===== config.mk =====
export PLATFORM = sky130hd
export DESIGN_NAME = lockout_counter
export DESIGN_NICKNAME = d
export VERILOG_FILES = /design/src/rtl/password_pkg.sv /design/src/rtl/lockout_counter.sv
export SDC_FILE = /design/constraint.sdc
export NUM_CORES = 1
export LEC_CHECK = 0
export CAP_MARGIN = 20
export CORE_AREA = 2 2 39 41
export CTS_CLUSTER_SIZE = 16
export DETAILED_ROUTE_END_ITERATION = 6
export DIE_AREA = 0 0 41 43
export GPL_TIMING_DRIVEN = 0
export PLACE_DENSITY = 0.52
export REMOVE_ABC_BUFFERS = 1
export SYNTH_ARGS = -nofsm -noshare
export SYNTH_HDL_FRONTEND = slang
export SYNTH_SLANG_ARGS = --single-unit

===== constraint.sdc =====
create_clock -name CLK -period 3.45 [get_ports CLK]
set_clock_uncertainty 0.05 [all_clocks]
set_input_delay 0.5175 -clock CLK [delete_from_list [all_inputs] [get_ports CLK]]
set_output_delay 0.5175 -clock CLK [all_outputs]
set_load 0.005 [all_outputs]

===== src/rtl/password_pkg.sv =====
// Shared types and sizes for the password setter/checker pair that both
// access the common 4-entry digit store.
package password_pkg;

   localparam int PASSWORD_LEN = 4;
   localparam int DIGIT_W      = 4;
   localparam int ADDR_W       = 2;
   localparam int FAIL_CNT_W   = 4;

   // Checker walks the store one digit index per accepted entry.
   typedef enum logic [2:0] {
      S_0 = 3'd0,
      S_1 = 3'd1,
      S_2 = 3'd2,
      S_3 = 3'd3
   } CheckState;

   // Writer-side sequencing, kept here so both sides share one definition.
   typedef enum logic [2:0] {
      SET_IDLE = 3'd0,
      SET_D0   = 3'd1,
      SET_D1   = 3'd2,
      SET_D2   = 3'd3,
      SET_D3   = 3'd4
   } SetState;

   function automatic CheckState next_check_state(input CheckState s);
      case (s)
         S_0:     return S_1;
         S_1:     return S_2;
         S_2:     return S_3;
         default: return S_0;
      endcase
   endfunction

   function automatic logic [ADDR_W-1:0] check_addr(input CheckState s);
      return ADDR_W'(s);
   endfunction

endpackage


===== src/rtl/lockout_counter.sv =====
// Consecutive-failure counter with a sticky alarm once MAX_FAILS is reached.
// masterClear (only driven when MASTER_CODE_EN is built) releases the lockout.
module lockout_counter
   import password_pkg::*;
#(
   parameter int MAX_FAILS = 3
) (
   input  logic                  CLK,
   input  logic                  RST,
   input  logic                  fail,
   input  logic                  success,
   input  logic                  masterClear,
   output logic [FAIL_CNT_W-1:0] failCount,
   output logic                  alarm
);

   localparam logic [FAIL_CNT_W-1:0] MAX_CNT = FAIL_CNT_W'(MAX_FAILS);

   logic [FAIL_CNT_W-1:0] r_count;
   logic                  r_alarm;
   logic [FAIL_CNT_W-1:0] w_count_sat;

   // Saturate so a failure at the limit cannot wrap the counter.
   assign w_count_sat = (r_count == MAX_CNT) ? r_count : r_count + 1'b1;

   always_ff @(posedge CLK) begin
      if (RST) begin
         r_count <= '0;
         r_alarm <= 1'b0;
      end else if (masterClear) begin
         r_count <= '0;
         r_alarm <= 1'b0;
      end else if (success) begin
         r_count <= '0;
      end else if (fail) begin
         r_count <= w_count_sat;
         if (w_count_sat == MAX_CNT) begin
            r_alarm <= 1'b1;
         end
      end
   end

   assign failCount = r_count;
   assign alarm     = r_alarm;

endmodule


==> report_table.html <==
<table>
<tr><th>Metric</th><th>Value</th></tr>
<tr><th colspan="2">Routing</th></tr>
<tr><td>DR DRC count</td><td>0</td></tr>
<tr><td>Vias per inst</td><td>4.32</td></tr>
<tr><td>Number of iterations in the first detailed-routing pass</td><td>4</td></tr>
<tr><td>DRT iter0 DRCs</td><td>2</td></tr>
<tr><td>Final Routed Wirelength</td><td>581 µm</td></tr>
<tr><td>Total via count after detailed routing</td><td>255</td></tr>
<tr><td>Per-cell routed wire length</td><td>9.85 µm</td></tr>
<tr><td>Number of nets with antenna violations after detailed routing</td><td>0</td></tr>
<tr><th colspan="2">Power</th></tr>
<tr><td>Static leakage</td><td>0.141 nW</td></tr>
<tr><td>Switching Fraction</td><td>22.1%</td></tr>
<tr><td>Maximum resistive drop on vdd</td><td>0.167 mV</td></tr>
<tr><td>Net switching component of the power</td><td>0.0311 mW</td></tr>
<tr><td>Pwr dens</td><td>338 nW/µm²</td></tr>
<tr><td>Combinational Power Share</td><td>8.3%</td></tr>
<tr><td>Reg power frac</td><td>42.0%</td></tr>
<tr><td>Relative contribution of the clock network to total power</td><td>49.8%</td></tr>
<tr><td>Internal cell power</td><td>0.109 mW</td></tr>
<tr><th colspan="2">Setup path</th></tr>
<tr><td>Endpoint class of the critical path</td><td>output pin</td></tr>
<tr><td>Crit path buf inv count</td><td>1</td></tr>
<tr><td>Crit path max fanout</td><td>7</td></tr>
<tr><td>Chain of cells forming the critical path</td><td>clkdlybuf4s50_1</td></tr>
<tr><td>CP arrival</td><td>1260 ps</td></tr>
<tr><td>Category of the worst setup path launch point</td><td>register</td></tr>
<tr><td>Critical path's top delay family</td><td>buffers and inverters</td></tr>
<tr><td>Max incr delay on CP</td><td>550 ps</td></tr>
<tr><td>WP data required</td><td>2880 ps</td></tr>
<tr><td>Start-to-end type of the worst setup path</td><td>reg -&gt; out</td></tr>
<tr><td>Max stage delay cell, worst path</td><td>clkdlybuf4s50_1</td></tr>
<tr><th colspan="2">Logic synthesis</th></tr>
<tr><td>Mean Syn Cell Area</td><td>9.30 µm²</td></tr>
<tr><td>Mapped Area</td><td>279 µm²</td></tr>
<tr><td>Area fraction in and, or, nand and nor cells after synthesis</td><td>28.3%</td></tr>
<tr><td>Count of cell types in the netlist</td><td>18</td></tr>
<tr><td>Top cell type's share of synthesized area</td><td>35.9%</td></tr>
<tr><td>Synthesis warning total</td><td>0</td></tr>
<tr><td>Number of synthesized register bits</td><td>5</td></tr>
<tr><td>Combinational family with the most area after synthesis</td><td>simple AND/OR/NAND/NOR gates</td></tr>
<tr><td>Mux contribution to synthesized area</td><td>3.59%</td></tr>
<tr><td>Main flop type after synthesis</td><td>dfxtp_1</td></tr>
<tr><td>Post-synth top cells</td><td>dfxtp_1 (5), a21oi_1 (3), nand2_1 (3)</td></tr>
<tr><td>Adder and majority gate portion of the synthesized area</td><td>4.48%</td></tr>
<tr><td>Most common cell in the synthesized netlist</td><td>dfxtp_1</td></tr>
<tr><td>Post-synth EDFFs</td><td>0</td></tr>
<tr><td>Top cell type by total area after synthesis</td><td>dfxtp_1</td></tr>
<tr><td>FFs w/ async S/R, synth</td><td>0%</td></tr>
<tr><td>Parity-gate share of the synthesized area counting xor and xnor cells</td><td>3.14%</td></tr>
<tr><td>Instance count of the mapped netlist</td><td>30</td></tr>
<tr><td>Compound-cell area share of the yosys netlist</td><td>22.0%</td></tr>
<tr><td>Seq/Total Area, Yosys</td><td>35.9%</td></tr>
<tr><td>Ranking of synthesized cells by area</td><td>dfxtp_1 (36%), a2111oi_4 (9.9%), a21oi_1 (5.4%)</td></tr>
<tr><th colspan="2">Floorplanning</th></tr>
<tr><td># rows</td><td>14</td></tr>
<tr><td>Die outline area</td><td>1760 µm²</td></tr>
<tr><td>Top-level I/O count</td><td>10</td></tr>
<tr><td>Die height</td><td>43 µm</td></tr>
<tr><td>Width of the chip</td><td>41 µm</td></tr>
<tr><td>Initial core utilization</td><td>20.2%</td></tr>
<tr><td>Core Footprint</td><td>1380 µm²</td></tr>
<tr><th colspan="2">Global route</th></tr>
<tr><td>Total global routing overflow</td><td>0</td></tr>
<tr><td>Antenna violations before repair</td><td>0</td></tr>
<tr><td>GRT Resource Usage Total</td><td>9.33%</td></tr>
<tr><td>Wire length of the first global-routing pass</td><td>1050 µm</td></tr>
<tr><td>Number of global-route vias before repair</td><td>252</td></tr>
<tr><td>Pin count of the biggest net entering global routing</td><td>8</td></tr>
<tr><th colspan="2">Finish</th></tr>
<tr><td>Share of post-route cells with drive strength above 1</td><td>11.6%</td></tr>
<tr><td>Final Net Count</td><td>50</td></tr>
<tr><td>Synthesis-to-layout area growth</td><td>48.9%</td></tr>
<tr><td>Final design area excluding fillers</td><td>415 µm²</td></tr>
<tr><td># diodes</td><td>0</td></tr>
<tr><td>Util after Layout</td><td>30.0%</td></tr>
<tr><th colspan="2">Flow run</th></tr>
<tr><td>Max-cap violations</td><td>0</td></tr>
<tr><th colspan="2">Timing</th></tr>
<tr><td>Transition time of the tightest slew-check pin</td><td>338 ps</td></tr>
<tr><td>Time the final worst path needs with I/O delays and setup</td><td>1830 ps</td></tr>
<tr><td>RSZ-0062 raised after global routing</td><td>no</td></tr>
<tr><td>Highest attainable clock frequency</td><td>547 MHz</td></tr>
<tr><td>Count of endpoints failing setup in the final report</td><td>0</td></tr>
<tr><td>Fin. Hold Viols</td><td>0</td></tr>
<tr><td>Normalized max-slew margin</td><td>77.4%</td></tr>
<tr><td>Max Slew Vio Count</td><td>0</td></tr>
<tr><td>Accumulated negative setup slack</td><td>0 ps</td></tr>
<tr><td>Final clock period utilization by the worst path</td><td>52.9%</td></tr>
<tr><th colspan="2">Clock network</th></tr>
<tr><td>Clock tree from TritonCTS</td><td>yes</td></tr>
<tr><td>Post-CTS repair timing setup buffer count</td><td>0</td></tr>
<tr><td>Post-CTS Hold Buffers</td><td>0</td></tr>
<tr><td>Clk Latency, worst-skew pair</td><td>250 ps</td></tr>
<tr><td>Clock tree buffer depth</td><td>2</td></tr>
<tr><td>CTS sink count</td><td>5</td></tr>
<tr><td>Post-cts sizing count</td><td>0</td></tr>
<tr><td>Clock transition at the registers of the reported paths</td><td>50 ps</td></tr>
<tr><td>H-tree depth reported by CTS</td><td>1</td></tr>
<tr><td>Library cell used as clock root buffer</td><td>clkbuf_4</td></tr>
<tr><td>Inserted Clock Buffers</td><td>3</td></tr>
<tr><th colspan="2">Placement</th></tr>
<tr><td>Final weighted congestion of routability-driven global placement</td><td>0.673</td></tr>
<tr><td>Estimated wirelength of the detail-placed design</td><td>424 µm</td></tr>
<tr><td>Placed cell areas</td><td>389 µm²</td></tr>
<tr><td>Count of port buffers added during placement</td><td>9</td></tr>
<tr><th colspan="2">Status</th></tr>
<tr><td>Status</td><td>complete, no violations</td></tr>
<tr><th colspan="2">Min path</th></tr>
<tr><td>Worst min-delay path category</td><td>reg -&gt; reg</td></tr>
</table>
through the flow:
| stage | worst slack, ps | std cells | hold slack (ps) | power, mW |
|---|---|---|---|---|
| floorplan | 1970 | 30 | 424 | 0.0646 |
| global placement | 1490 | 55 | 415 | 0.0717 |
| detailed placement | 1480 | 55 | 422 | 0.0717 |
| CTS | 1610 | 59 | 432 | 0.143 |
| global route | 1580 | 59 | 445 | 0.146 |
| finish | 1620 | 59 | 427 | 0.141 |
power by group through the flow:
stage / sequential [mW] / clock [mW] / combinational [mW]
after global placement: 0.0600 / 0 / 0.0117
after floorplan: 0.0600 / 0 / 0.00465
final: 0.0590 / 0.0699 / 0.0116
after detailed placement: 0.0601 / 0 / 0.0116
after CTS: 0.0590 / 0.0722 / 0.0117
after global routing: 0.0591 / 0.0739 / 0.0127
final cells by class:
| type | count | area (µm²) |
|---|---|---|
| inverter | 2 | 7.51 |
| timing repair buffer | 9 | 90.1 |
| multi-input combinational | 23 | 171 |
| fill | 155 | 968 |
| clock buffer | 4 | 26.3 |
| tap | 16 | 20.0 |
| sequential | 5 | 100 |
state kept, by name (all words and copies together), names as in the netlist:
| register | flops |
|---|---|
| failCount | 4 |
| alarm | 1 |
final timing paths:
check / end / depth (start not counted) / startpoint / slack, ps
setup / recovery: failCount[2] / 1 / failCount[2]$_SDFFE_PP0P_ / 1620
hold / removal: alarm$_SDFFE_PP0P_ / 1 / alarm$_SDFFE_PP0P_ / 430
setup reg to reg: failCount[0]$_SDFFE_PP0P_ / 4 / failCount[0]$_SDFFE_PP0P_ / 2060
hold reg to reg: alarm$_SDFFE_PP0P_ / 1 / alarm$_SDFFE_PP0P_ / 430
logic make-up (layout without fill, tap and decap cells):
kind of cell               count (synthesis)  in the layout
DFF                                        5              5
adders and majority gates                  1              1
AOI/OAI and AO/OA                          7              7
xor gates and xnor gates                   1              1
muxes                                      1              1
buffers and inverters                      2             15
and+or+nand+nor                           13             13
cells in the final DEF, fill, tap and decap left out:
cell	count
a2111oi_4	1
a21oi_1	3
ha_1	1
nand4_1	1
nand4b_1	1
nand3b_1	1
clkbuf_1	1
clkdlybuf4s50_1	9
or3_4	1
xor2_1	1
or3_1	1
nor3b_1	1
nor2_1	2
inv_1	2
nand2b_1	2
clkbuf_4	3
mux2i_1	1
dfxtp_1	5
a22o_1	1
nand2_1	3
o21ai_0	2
per-layer routing:
layer	global-route usage, %	vias up	part of all wire, %
li1	-	135	-
met1	11.9	109	47
met2	10.9	7	42
met3	4.71	4	6.4
met4	8.00	0	4.3
met5	0	-	0
No activity file was read; power rests on OpenSTA's default activity.
